File: config.mk
export PLATFORM = sky130hd
export DESIGN_NAME = robot_icon_gen
export DESIGN_NICKNAME = d
export VERILOG_FILES = /design/src/rtl/robot_icon_gen.sv
export SDC_FILE = /design/constraint.sdc
export NUM_CORES = 1
export LEC_CHECK = 0
export BUFFER_PORTS_ARGS = -buffer_cell sky130_fd_sc_hd__clkbuf_2
export CAP_MARGIN = 20
export CORE_ASPECT_RATIO = 0.6
export CORE_MARGIN = 2
export CORE_UTILIZATION = 40
export CTS_CLUSTER_DIAMETER = 200
export DETAILED_ROUTE_END_ITERATION = 16
export PLACE_DENSITY = 0.64
export SLEW_MARGIN = 30
export SYNTH_ARGS = -nofsm -noshare
export SYNTH_HDL_FRONTEND = slang
export SYNTH_SLANG_ARGS = --single-unit
export TNS_END_PERCENT = 20
File: constraint.sdc
create_clock -name clk -period 4.4 [get_ports clk]
set_clock_uncertainty 0.05 [all_clocks]
set_input_delay 0.44 -clock clk [delete_from_list [all_inputs] [get_ports clk]]
set_output_delay 0.44 -clock clk [all_outputs]
set_load 0.02 [all_outputs]
File: src/rtl/robot_icon_gen.sv
// Rojobot icon sprite generator: draws a rotated 2-bpp bitmap at the bot's location in step
// with the DTG scan. The output has a fixed two-cycle latency, and 12'h000 means transparent.
module robot_icon_gen #(
    parameter int unsigned ICON_SIZE    = 16,
    parameter int unsigned SCALE_SHIFT  = 2,
    parameter int unsigned BLINK_FRAMES = 30
) (
    input  logic        clk,
    input  logic        reset,
    input  logic        video_on,
    input  logic [11:0] pixel_row,
    input  logic [11:0] pixel_column,
    input  logic        frame_start,
    input  logic        upd_sysregs,
    input  logic [7:0]  loc_x,
    input  logic [7:0]  loc_y,
    input  logic [2:0]  orient,
    output logic [11:0] icon
);

    localparam int unsigned AW   = $clog2(ICON_SIZE);
    localparam int unsigned HALF = ICON_SIZE / 2;
    localparam int unsigned IMAX = ICON_SIZE - 1;
    localparam logic [AW-1:0] NMAX = AW'(IMAX);
    localparam logic signed [12:0] SIZE_S = 13'(ICON_SIZE);
    localparam logic signed [12:0] HALF_S = 13'(HALF);
    localparam logic [7:0] BLINK_LAST = 8'(BLINK_FRAMES - 1);

    typedef struct packed {
        logic [6:0] x;
        logic [6:0] y;
        logic [2:0] o;
    } bot_t;

    bot_t in_bot;
    bot_t pend_q, pend_d;
    bot_t act_q, act_d;

    logic [7:0] blink_cnt_q, blink_cnt_d;
    logic       blink_ph_q, blink_ph_d;

    logic unused_loc_msb;
    assign unused_loc_msb = loc_x[7] ^ loc_y[7];

    always_comb begin
        in_bot.x = loc_x[6:0];
        in_bot.y = loc_y[6:0];
        in_bot.o = orient;
    end

    // Bot state shadow registers; simultaneous update and frame start take the port values.
    always_comb begin
        pend_d = pend_q;
        act_d  = act_q;
        if (upd_sysregs) begin
            pend_d = in_bot;
        end
        if (frame_start) begin
            act_d = upd_sysregs ? in_bot : pend_q;
        end
    end

    always_comb begin
        blink_cnt_d = blink_cnt_q;
        blink_ph_d  = blink_ph_q;
        if (frame_start) begin
            if (blink_cnt_q == BLINK_LAST) begin
                blink_cnt_d = 8'd0;
                blink_ph_d  = ~blink_ph_q;
            end else begin
                blink_cnt_d = blink_cnt_q + 8'd1;
            end
        end
    end

    always_ff @(posedge clk) begin
        if (reset) begin
            pend_q      <= '0;
            act_q       <= '0;
            blink_cnt_q <= 8'd0;
            blink_ph_q  <= 1'b0;
        end else begin
            pend_q      <= pend_d;
            act_q       <= act_d;
            blink_cnt_q <= blink_cnt_d;
            blink_ph_q  <= blink_ph_d;
        end
    end

    // Box geometry in 13-bit signed arithmetic; a negative origin just clips at the screen edge.
    logic signed [12:0] cx, cy, ox, oy, dc, dr;
    logic               in_box;
    logic [AW-1:0]      c_loc, r_loc;
    logic [AW-1:0]      ar, ac;

    always_comb begin
        cx     = $signed(13'(act_q.x) << SCALE_SHIFT);
        cy     = $signed(13'(act_q.y) << SCALE_SHIFT);
        ox     = cx - HALF_S;
        oy     = cy - HALF_S;
        dc     = $signed({1'b0, pixel_column}) - ox;
        dr     = $signed({1'b0, pixel_row}) - oy;
        in_box = (dc >= 13'sd0) && (dc < SIZE_S) && (dr >= 13'sd0) && (dr < SIZE_S);
        c_loc  = dc[AW-1:0];
        r_loc  = dr[AW-1:0];
    end

    always_comb begin
        ar = r_loc;
        ac = c_loc;
        case (act_q.o[2:1])
            2'd0: begin
                ar = r_loc;
                ac = c_loc;
            end
            2'd1: begin
                ar = NMAX - c_loc;
                ac = r_loc;
            end
            2'd2: begin
                ar = NMAX - r_loc;
                ac = NMAX - c_loc;
            end
            default: begin
                ar = c_loc;
                ac = NMAX - r_loc;
            end
        endcase
    end

    // Procedural bitmaps so the icon scales with ICON_SIZE.
    // B0 (north): marker bar in the top half, body in the lower half, outline on the bottom row.
    // B1 (north-east): marker on the upper anti-diagonal, body below the diagonal, outline left.
    function automatic logic [1:0] rom_code(input logic sel, input logic [AW-1:0] rr,
                                            input logic [AW-1:0] cc);
        int unsigned ri;
        int unsigned ci;
        logic [1:0]  code;
        ri   = 32'(rr);
        ci   = 32'(cc);
        code = 2'b00;
        if (!sel) begin
            if (ri == IMAX) begin
                code = 2'b11;
            end else if ((ri < HALF) && ((ci == HALF - 1) || (ci == HALF))) begin
                code = 2'b10;
            end else if ((ri >= HALF) && (ci >= 1) && (ci <= IMAX - 3)) begin
                code = 2'b01;
            end
        end else begin
            if (ci == 0) begin
                code = 2'b11;
            end else if ((ri + ci == IMAX) && (ri < HALF)) begin
                code = 2'b10;
            end else if (ri > ci) begin
                code = 2'b01;
            end
        end
        return code;
    endfunction

    logic          s1_in_box_q, s1_video_q, s1_sel_q;
    logic [AW-1:0] s1_ar_q, s1_ac_q;

    always_ff @(posedge clk) begin
        if (reset) begin
            s1_in_box_q <= 1'b0;
            s1_video_q  <= 1'b0;
            s1_sel_q    <= 1'b0;
            s1_ar_q     <= '0;
            s1_ac_q     <= '0;
        end else begin
            s1_in_box_q <= in_box;
            s1_video_q  <= video_on;
            s1_sel_q    <= act_q.o[0];
            s1_ar_q     <= ar;
            s1_ac_q     <= ac;
        end
    end

    logic [1:0]  pix_code;
    logic [11:0] icon_d, icon_q;

    always_comb begin
        pix_code = rom_code(s1_sel_q, s1_ar_q, s1_ac_q);
        icon_d   = 12'h000;
        if (s1_in_box_q && s1_video_q) begin
            case (pix_code)
                2'b01:   icon_d = 12'hF00;
                2'b10:   icon_d = blink_ph_q ? 12'hFF0 : 12'h0F0;
                2'b11:   icon_d = 12'h111;
                default: icon_d = 12'h000;
            endcase
        end
    end

    always_ff @(posedge clk) begin
        if (reset) begin
            icon_q <= 12'h000;
        end else begin
            icon_q <= icon_d;
        end
    end

    assign icon = icon_q;

endmodule

==> run summary, run 1 <==
Synth Area in Adders = 12.76%
Clock insertion delay at the later pin of the skew report = 0.33 ns
Filler cell count = 817
FP Rows = 26
Routability cong. = 0.9620
Starting Density = 41.86%
Nature of the critical path startpoint = flip-flop
# resized after CTS = 0
Synth Area in XOR/XNOR = 7.767%
Synth cell types = 55
Synth top area cells = dfxtp_1 (33%), ha_1 (11%), nor2_1 (7.3%)
R2R setup slack = 0.51 ns
Synth area leader = dfxtp_1
Critical path fanouts, max = 4
H-Tree Depth = 3
Actual slew at the worst max-slew pin = 0.7528 ns
Setup TNS = 0 ns
Pwr dens = 412.1 nW/µm²
CTS root buffer = clkbuf_16
Layout cell share with drive strength beyond 1 = 16.95%
Yosys top cell area share = 32.73%
Hold WC Path Type = input pin to flip-flop
Clock sink count = 59
Fin util = 48.81%
Mean Syn Cell Area = 8.674 µm²
Mux contribution to synthesized area = 6.415%
Largest net degree at the start of global routing = 48
Hold Crit Start = video_on
Placed cell count = 563
Post-synthesis compound-gate area fraction = 14.56%
MaxCap Viol Count = 0
Leakage power = 1.839 nW
Vias in the first global route = 2689
Dpl hpwl = 6221 µm
CP endpoint kind = flip-flop
WP data arrival = 4.08 ns
#FFs+latches synth = 59
Simple-Gate Fraction of Synth Area = 20.74%
Non-filler instance count after layout = 578
Tot Pwr = 1.734 mW
CTS tree = yes
Port Buffers = 54
Tmin final = 3.894 ns
CP required = 4.59 ns
Die W = 126.6 µm
Register area share after synthesis = 32.73%
Kind of critical path = flip-flop to flip-flop
First-pass GRT wire length = 13010 µm
IO Pins = 60
DR pass1 iterations = 4
Mapped Cells = 416
Status = finished clean
Antenna Nets Post-Route = 0
TritonCTS Buffers = 9
Ys async rst share = 0%
Ys flop type = dfxtp_1
Crit share post-route = 88.50%
Initial antenna violation count = 0
Pre-CTS setup slack = 0.5623 ns
Number of DRC markers in iteration 0 = 169
Vias per inst = 5.156
Total die area = 9822 µm²
Worst slew margin = 49.82%
Gr ovfl total = 0
Most common cell in the netlist = nor2_1
Crit path from = act_q[4]
RSZ-0062 raised after global routing = no
Worst reg2reg path startpoint = act_q[4]
Top post-synthesis cells by count = nor2_1 (70), dfxtp_1 (59), ha_1 (32)
Final Hold Vio Count = 0
Total core area = 8621 µm²
Total Routed Length = 7945 µm
Clock slew at reported path FFs = 0.05 ns
Inserted Diodes = 0
Max VDD drop = 0.0002500 V
Post-CTS setup buffers = 0
Max-slew violations = 0
Largest family of logic cells by synthesized area = simple AND/OR/NAND/NOR gates
Synth warn = 0
Max Root-Sink Buffers = 2
Final worst setup slack = 0.5058 ns
Post-route DRC = 0
GRT Overall Usage = 16.67%
Netlist Area Pre-Place = 3608 µm²
Max Clock Freq = 256.8 MHz
# hold bufs at CTS = 0
Fin nets = 545
DR vias = 2980
Area Overhead vs Synth = 16.61%
Routed len/inst = 13.75 µm
Die Height = 77.57 µm
# setup viols final = 0
Number of synthesized flops with an enable pin = 0
==> layer usage <==
layer / up-vias / track usage (%) / share of wire (%)
met3: 12 / 4.897 / 6.9
li1: 1549 / - / -
met1: 1346 / 25.37 / 53
met2: 73 / 22.14 / 39
met4: 0 / 5.055 / 1.2
met5: - / 0 / 0
==> report_power, final <==
part           switching, mW  internal, mW  leakage, nW  total [mW]
Combinational          0.255         0.213         1.22       0.468
Sequential            0.0336         0.568        0.486       0.602
Clock                  0.232         0.432        0.134       0.664
Total                  0.521          1.21         1.84        1.73
==> final cells by class <==
cell class,count,area [µm²],share of cell area (%)
clock inverters,5,55.05,1.308
repair buffers,55,277.8,6.601
well taps,112,140.1,3.330
multi-input cells,319,2257,53.64
flip-flops and latches,59,1181,28.07
inverters,18,67.56,1.606
clock buffers,10,229.0,5.442
==> path summary, 6_finish.rpt <==
check	endpoint	depth (start not counted)
max	s1_in_box_q	12
min	s1_video_q	2
max reg2reg	s1_in_box_q	12
min reg2reg	pend_q[2]	2
==> worst max-delay path: stages (launching register included) <==
cell and delay [ns]:
dfxtp_1 0.33, inv_1 0.10, ha_1 0.19, nand2_1 0.08, or3_1 0.44, ha_1 0.38
nor2b_1 0.08, or4_1 0.47, a2111o_1 0.35, nor4_1 0.34, o2111ai_1 0.16, or4_1 0.56
nor4_2 0.27
==> flip-flops by register name (all words and copies together) (netlist names) <==
name	count
act_q	17
pend_q	17
blink_cnt_q	8
icon	5
s1_ac_q	4
s1_ar_q	4
blink_ph_q	1
s1_in_box_q	1
s1_sel_q	1
s1_video_q	1
==> kinds of logic after synthesis <==
kind of cell             count (synthesis)
AND/OR/NAND/NOR                        149
AO/OA/AOI/OAI                           77
flip-flops                              59
buffers and inverters                   40
adder cells (fa/ha/maj)                 35
XOR/XNOR                                32
multiplexers                            23
other                                    1
==> cell usage in the layout, fill, tap and decap left out, types with 2 or more instances in the layout <==
| cell | n |
|---|---|
| xor2_1 | 12 |
| ha_1 | 32 |
| nor2b_1 | 9 |
| nand2b_1 | 7 |
| and2_1 | 2 |
| nand3b_1 | 3 |
| clkinv_2 | 2 |
| nor4_1 | 2 |
| inv_1 | 18 |
| and3_1 | 5 |
| o211ai_1 | 3 |
| clkinvlp_4 | 2 |
| or2_2 | 3 |
| a31o_2 | 2 |
| dfxtp_1 | 59 |
| nand4_1 | 4 |
| nor3_1 | 9 |
| o21bai_1 | 3 |
| conb_1 | 3 |
| mux2i_1 | 22 |
| o2111ai_1 | 3 |
| nor2_1 | 70 |
| a211oi_1 | 20 |
| clkbuf_16 | 9 |
| nor3b_1 | 4 |
| or3_1 | 2 |
| o21ai_0 | 13 |
| xnor2_1 | 20 |
| nand3_1 | 6 |
| o31a_1 | 2 |
| nand2_1 | 11 |
| a21oi_1 | 18 |
| and4_1 | 3 |
| fa_1 | 3 |
| clkbuf_2 | 54 |
| or4_1 | 4 |
==> per-stage QoR <==
stage | area [µm²] | hold slack [ns]
after floorplan | 3616 | 0.3892
after global placement | 3924 | 0.4198
after detailed placement | 3924 | 0.4280
after CTS | 4208 | 0.2958
after global routing | 4208 | 0.3075
final | 4208 | 0.3026
(Power assumes the default switching activity.)
==> run 2, diff against run 1 <==
--- a/config.mk
+++ b/config.mk
@@ -9,10 +9,10 @@
 export CAP_MARGIN = 20
 export CORE_ASPECT_RATIO = 0.6
 export CORE_MARGIN = 2
-export CORE_UTILIZATION = 40
+export CORE_UTILIZATION = 25
 export CTS_CLUSTER_DIAMETER = 200
 export DETAILED_ROUTE_END_ITERATION = 16
-export PLACE_DENSITY = 0.64
+export PLACE_DENSITY = 0.46
 export SLEW_MARGIN = 30
 export SYNTH_ARGS = -nofsm -noshare
 export SYNTH_HDL_FRONTEND = slang
==> run summary, run 2 (synthesis results as in run 1) <==
Status = finished clean
Max-slew violations = 0 (unchanged)
Clock slew at reported path FFs = 0.06 ns (about the same)
Tot Pwr = 1.797 mW (+3.7%)
Routability cong. = 0.8158 (-15%)
Max Root-Sink Buffers = 2 (unchanged)
Worst path max stage delay = 0.55 ns (about the same)
DR vias = 2927 (-1.8%)
Post-route DRC = 0 (unchanged)
# setup viols final = 0 (unchanged)
Antenna Nets Post-Route = 0 (unchanged)
Nature of the critical path startpoint = flip-flop
RSZ-0062 raised after global routing = no
Layout cell share with drive strength beyond 1 = 17.34% (+0.39 points)
CP required = 4.59 ns (about the same)
FP Rows = 33 (+27%)
Inserted Diodes = 0 (unchanged)
Die Height = 97.06 µm (+25%)
Dpl cell area = 4024 µm² (+2.6%)
Crit share post-route = 88.52% (about the same)
CTS root buffer = clkbuf_16
Tmin final = 3.895 ns (+0.0004830 ns)
# hold bufs at CTS = 0 (unchanged)
H-Tree Depth = 3 (unchanged)
Final worst setup slack = 0.5053 ns (-0.0004830 ns)
Slowest cell on crit path = or4_1
Crit path cell chain = inv_1 -> ha_1 -> nand2_1 -> or3_1 -> ha_1 -> nor2b_1 -> or4_1 -> a2111o_1 -> nor4_1 -> o2111ai_1 -> or4_1 -> nor4_2
Commonest non-fill, non-tap cells in the layout = nor2_1 (70), dfxtp_1 (59), clkbuf_2 (54), ha_1 (32), mux2i_1 (22)
Gr ovfl total = 0 (unchanged)
First-pass GRT wire length = 14440 µm (+11%)
Area Overhead vs Synth = 20.04%
Number of DRC markers in iteration 0 = 188 (+11%)
Fin nets = 545 (unchanged)
Pre-CTS setup slack = 0.5055 ns (-0.05679 ns)
Critical path fanouts, max = 4 (unchanged)
Vias in the first global route = 2703 (+0.52%)
Initial antenna violation count = 0 (unchanged)
Most common cell after layout, fill and taps aside = nor2_1
Clock insertion delay at the later pin of the skew report = 0.33 ns (about the same)
GRT Overall Usage = 11.90% (-4.8 points)
Setup TNS = 0 ns (unchanged)
Clock sink count = 59 (unchanged)
WP data arrival = 4.09 ns (about the same)
Dpl hpwl = 6888 µm (+11%)
Total die area = 15440 µm² (+57%)
Top delay family on crit path = simple AND/OR/NAND/NOR gates
WP buf/inv = 1 (unchanged)
TritonCTS Buffers = 9 (unchanged)
Max Clock Freq = 256.8 MHz (about the same)
Pwr dens = 415.0 nW/µm² (+0.71%)
# resized after CTS = 0 (unchanged)
Register Area = 1181 µm² (unchanged)
Worst slew margin = 49.34% (-0.47 points)
Design area = 4332 µm² (+2.9%)
Multi-input logic area = 2257 µm² (unchanged)
Port Buffers = 54 (unchanged)
Largest net degree at the start of global routing = 48 (unchanged)
Actual slew at the worst max-slew pin = 0.7599 ns (+0.007102 ns)
Total Routed Length = 8812 µm (+11%)
Routed len/inst = 13.37 µm (-2.7%)
MaxCap Viol Count = 0 (unchanged)
CP endpoint kind = flip-flop
Hold WC Path Type = input pin to flip-flop
Largest registers = act_q x17, pend_q x17, blink_cnt_q x8
Placed cell count = 643 (+14%)
Kind of critical path = flip-flop to flip-flop
Vias per inst = 4.442 (-14%)
Non-filler instance count after layout = 659 (+14%)
Final Hold Vio Count = 0 (unchanged)
Total core area = 13870 µm² (+61%)
Post-CTS setup buffers = 0 (unchanged)
Leakage power = 1.849 nW (+0.58%)
CTS tree = yes
DR pass1 iterations = 4 (unchanged)
Filler cell count = 1503 (+84%)
Starting Density = 26.01% (-16 points)
IO Pins = 60 (unchanged)
Max VDD drop = 0.0001912 V (-24%)
Die W = 159.1 µm (+26%)
[run 2: cell count changes in the layout (fill, tap and decap cells not counted), sizes merged]
cell | before | now
clkbuf | 64 | 63
clkinv | 2 | 0
inv | 18 | 22
[run 2: final timing paths]
kind	from	endpoint	slack [ns]	cells past startpoint
hold reg to reg	pend_q[2]	pend_q[2]	0.44	2
hold / removal	video_on	s1_video_q	0.29	2
setup reg to reg	act_q[4]	s1_in_box_q	0.51	12
setup / recovery	act_q[4]	s1_in_box_q	0.51	12
[run 2: worst register-to-register path: cells and delay by family (launching register included)]
| kind | cells | cell delay (ns) |
|---|---|---|
| AOI/OAI and AO/OA | 2 | 0.49 |
| adders and majority gates | 2 | 0.56 |
| DFF | 1 | 0.34 |
| buffers and inverters | 1 | 0.10 |
| and+or+nand+nor | 7 | 2.26 |
[run 2: routing by layer]
metal  vias to the layer above  share of wire [%]  track usage (%)
li1                       1555                  -                -
met1                      1315                 59            19.26
met2                        53                 36            14.75
met3                         4                4.4            3.585
met4                         0               0.58            2.517
met5                         -                  0                0
[run 2: cell type report]
cell class | count | area share, %
Clock buffer | 9 | 5.199
Clock inverter | 7 | 1.906
Inverter | 18 | 1.560
Multi-Input combinational cell | 319 | 52.11
Sequential cell | 59 | 27.27
Tap cell | 192 | 5.546
Timing Repair Buffer | 55 | 6.412
[run 2: stage by stage]
| stage | hold WS, ns | utilization, % |
|---|---|---|
| 3_5_place_dp | 0.4330 | 29.00 |
| 3_3_place_gp | 0.4237 | 29.00 |
| 5_1_grt | 0.2902 | 31.22 |
| 4_1_cts | 0.2741 | 31.22 |
| 2_1_floorplan | 0.3892 | - |
| 6_report | 0.2898 | 31.22 |
[run 2: power breakdown]
part | leakage, nW | switching (mW) | internal, mW
Sequential | 0.486 | 0.0345 | 0.567
Clock | 0.145 | 0.276 | 0.448
Combinational | 1.22 | 0.259 | 0.214
==> run 3, diff against run 2 <==
--- a/config.mk
+++ b/config.mk
@@ -8,11 +8,13 @@
 export BUFFER_PORTS_ARGS = -buffer_cell sky130_fd_sc_hd__clkbuf_2
 export CAP_MARGIN = 20
 export CORE_ASPECT_RATIO = 0.6
-export CORE_MARGIN = 2
+export CORE_MARGIN = 4
 export CORE_UTILIZATION = 25
 export CTS_CLUSTER_DIAMETER = 200
 export DETAILED_ROUTE_END_ITERATION = 16
 export PLACE_DENSITY = 0.46
+export RECOVER_POWER = 100
+export SKIP_LAST_GASP = 1
 export SLEW_MARGIN = 30
 export SYNTH_ARGS = -nofsm -noshare
 export SYNTH_HDL_FRONTEND = slang
==> run summary, run 3 (synthesis results as in run 1) <==
Status = finished, violations left
Failing checks = max-capacitance violations, max-slew violations
Kind of critical path = flip-flop to flip-flop
Fin nets = 545 (unchanged)
Worst reg2reg path startpoint = act_q[4]
Initial antenna violation count = 0 (unchanged)
DR pass1 iterations = 4 (unchanged)
WHS Endpoint = s1_video_q
Max VDD drop = 0.0001567 V (-18%)
Total Routed Length = 8930 µm (+1.3%)
Starting Density = 26.01% (unchanged)
Worst slew margin = -43.81% (-93 points)
Inserted Diodes = 0 (unchanged)
Routed len/inst = 13.55 µm (+1.3%)
Commonest non-fill, non-tap cells in the layout = nor2_1 (70), dfxtp_1 (59), clkbuf_2 (44), ha_1 (32), mux2i_1 (22)
Port Buffers = 54 (unchanged)
Max-slew violations = 48 (+48)
GRT Overall Usage = 11.17% (-0.73 points)
Antenna Nets Post-Route = 0 (unchanged)
RSZ-0062 raised after global routing = no
Slowest cell on crit path = or4_1
Top delay family on crit path = simple AND/OR/NAND/NOR gates
Total die area = 16480 µm² (+6.7%)
Vias in the first global route = 2703 (unchanged)
Setup TNS = 0 ns (unchanged)
Gr ovfl total = 0 (unchanged)
# resized after CTS = 0 (unchanged)
CTS root buffer = clkbuf_16
DR vias = 2928 (+0.034%)
Crit Reg-Reg Endpoint = s1_in_box_q
TritonCTS Buffers = 9 (unchanged)
Largest net degree at the start of global routing = 48 (unchanged)
FP Rows = 33 (unchanged)
CTS tree = yes
Clock slew at reported path FFs = 0.05 ns (about the same)
Number of DRC markers in iteration 0 = 154 (-18%)
Die Height = 101.1 µm (+4.1%)
Crit share post-route = 88.24% (-0.27 points)
Worst path max stage delay = 0.53 ns (-0.02 ns)
Filler cell count = 1521 (+1.2%)
Register Area = 1181 µm² (unchanged)
Critical path fanouts, max = 4 (unchanged)
Tot Pwr = 1.772 mW (-1.4%)
CP required = 4.58 ns (about the same)
Pre-CTS setup slack = 0.5070 ns (+0.001573 ns)
Final worst setup slack = 0.5174 ns (+0.01203 ns)
# hold bufs at CTS = 0 (unchanged)
Pwr dens = 412.0 nW/µm² (-0.71%)
Crit path cell chain = inv_1 -> ha_1 -> nand2_1 -> or3_1 -> ha_1 -> nor2b_1 -> or4_1 -> a2111o_1 -> nor4_1 -> o2111ai_1 -> or4_1 -> nor4_1
Routability cong. = 0.8331 (+2.1%)
Area Overhead vs Synth = 19.21%
Final Hold Vio Count = 0 (unchanged)
Largest registers = act_q x17, pend_q x17, blink_cnt_q x8
First-pass GRT wire length = 14320 µm (-0.86%)
Leakage power = 1.803 nW (-2.5%)
WP buf/inv = 1 (unchanged)
Max Clock Freq = 257.6 MHz (+0.31%)
Multi-input logic area = 2251 µm² (-0.28%)
Dpl hpwl = 6999 µm (+1.6%)
WHS Path Cells = 2 (unchanged)
Max Root-Sink Buffers = 2 (unchanged)
# setup viols final = 0 (unchanged)
Tmin final = 3.883 ns (-0.01203 ns)
Layout cell share with drive strength beyond 1 = 14.78% (-2.6 points)
Hold WC Path Type = input pin to flip-flop
H-Tree Depth = 3 (unchanged)
IO Pins = 60 (unchanged)
Total core area = 13870 µm² (unchanged)
Die W = 163.1 µm (+2.5%)
Most common cell after layout, fill and taps aside = nor2_1
Vias per inst = 4.443 (about the same)
Actual slew at the worst max-slew pin = 2.157 ns (+1.397 ns)
Nature of the critical path startpoint = flip-flop
Post-CTS setup buffers = 0 (unchanged)
Post-route DRC = 0 (unchanged)
Clock sink count = 59 (unchanged)
MaxCap Viol Count = 1 (+1)
Clock insertion delay at the later pin of the skew report = 0.33 ns (about the same)
WP data arrival = 4.07 ns (-0.02 ns)
R2R setup slack = 0.52 ns (about the same)
R2R depth = 12 (unchanged)
CP endpoint kind = flip-flop
Hold Crit Start = video_on
-- run 3: changes by cell type in the layout (fill, tap and decap cells not counted), sizes merged --
cell      delta
buf          -1
clkbuf       +1
clkinv       +1
clkinvlp     +1
inv          -2
-- run 3: how the worst max path moves through the flow --
| stage | start | end | slack, ns | cells past startpoint |
|---|---|---|---|---|
| floorplan | act_q[4] | s1_in_box_q | 0.92 | 12 |
| global placement | act_q[4] | s1_in_box_q | 0.57 | 12 |
| detailed placement | act_q[4] | s1_in_box_q | 0.51 | 12 |
| CTS | act_q[4] | s1_in_box_q | 0.50 | 12 |
| global route | act_q[4] | s1_in_box_q | 0.16 | 12 |
| finish | act_q[4] | s1_in_box_q | 0.52 | 12 |
-- run 3: worst register-to-register path, stage by stage, from the launching register on --
cell and delay (ns):
dfxtp_1 0.34, inv_1 0.11, ha_1 0.19, nand2_1 0.08
or3_1 0.44, ha_1 0.38, nor2b_1 0.07, or4_1 0.46
a2111o_1 0.35, nor4_1 0.35, o2111ai_1 0.15, or4_1 0.53
nor4_1 0.28
-- run 3: area by class of cell --
cell class / count / area share, %
Inverter: 18 / 1.571
Clock buffer: 9 / 5.236
Clock inverter: 7 / 1.745
Tap cell: 192 / 5.585
Multi-Input combinational cell: 319 / 52.33
Sequential cell: 59 / 27.46
Timing Repair Buffer: 55 / 6.079
-- run 3: layer usage --
metal	vias to the layer above	global-route usage, %	routed length (µm)
li1	1556	-	-
met1	1303	17.98	5278
met2	65	13.31	3086
met3	4	3.923	497
met4	0	2.964	68
met5	-	0	0
-- run 3: power by group --
part	total, mW	internal, mW	switching [mW]
logic	0.469	0.214	0.256
clock network	0.701	0.440	0.260
registers	0.602	0.568	0.0345
-- run 3: through the flow --
stage               hold slack, ns  instance area, µm²  utilization (%)  instances
floorplan                   0.3892                3616                -        418
CTS                         0.2697                4324            31.17        659
global placement            0.4242                4024            29.00        643
global route                0.2725                4302            31.01        659
finish                      0.2799                4302            31.01        659
detailed placement          0.4363                4024            29.00        643
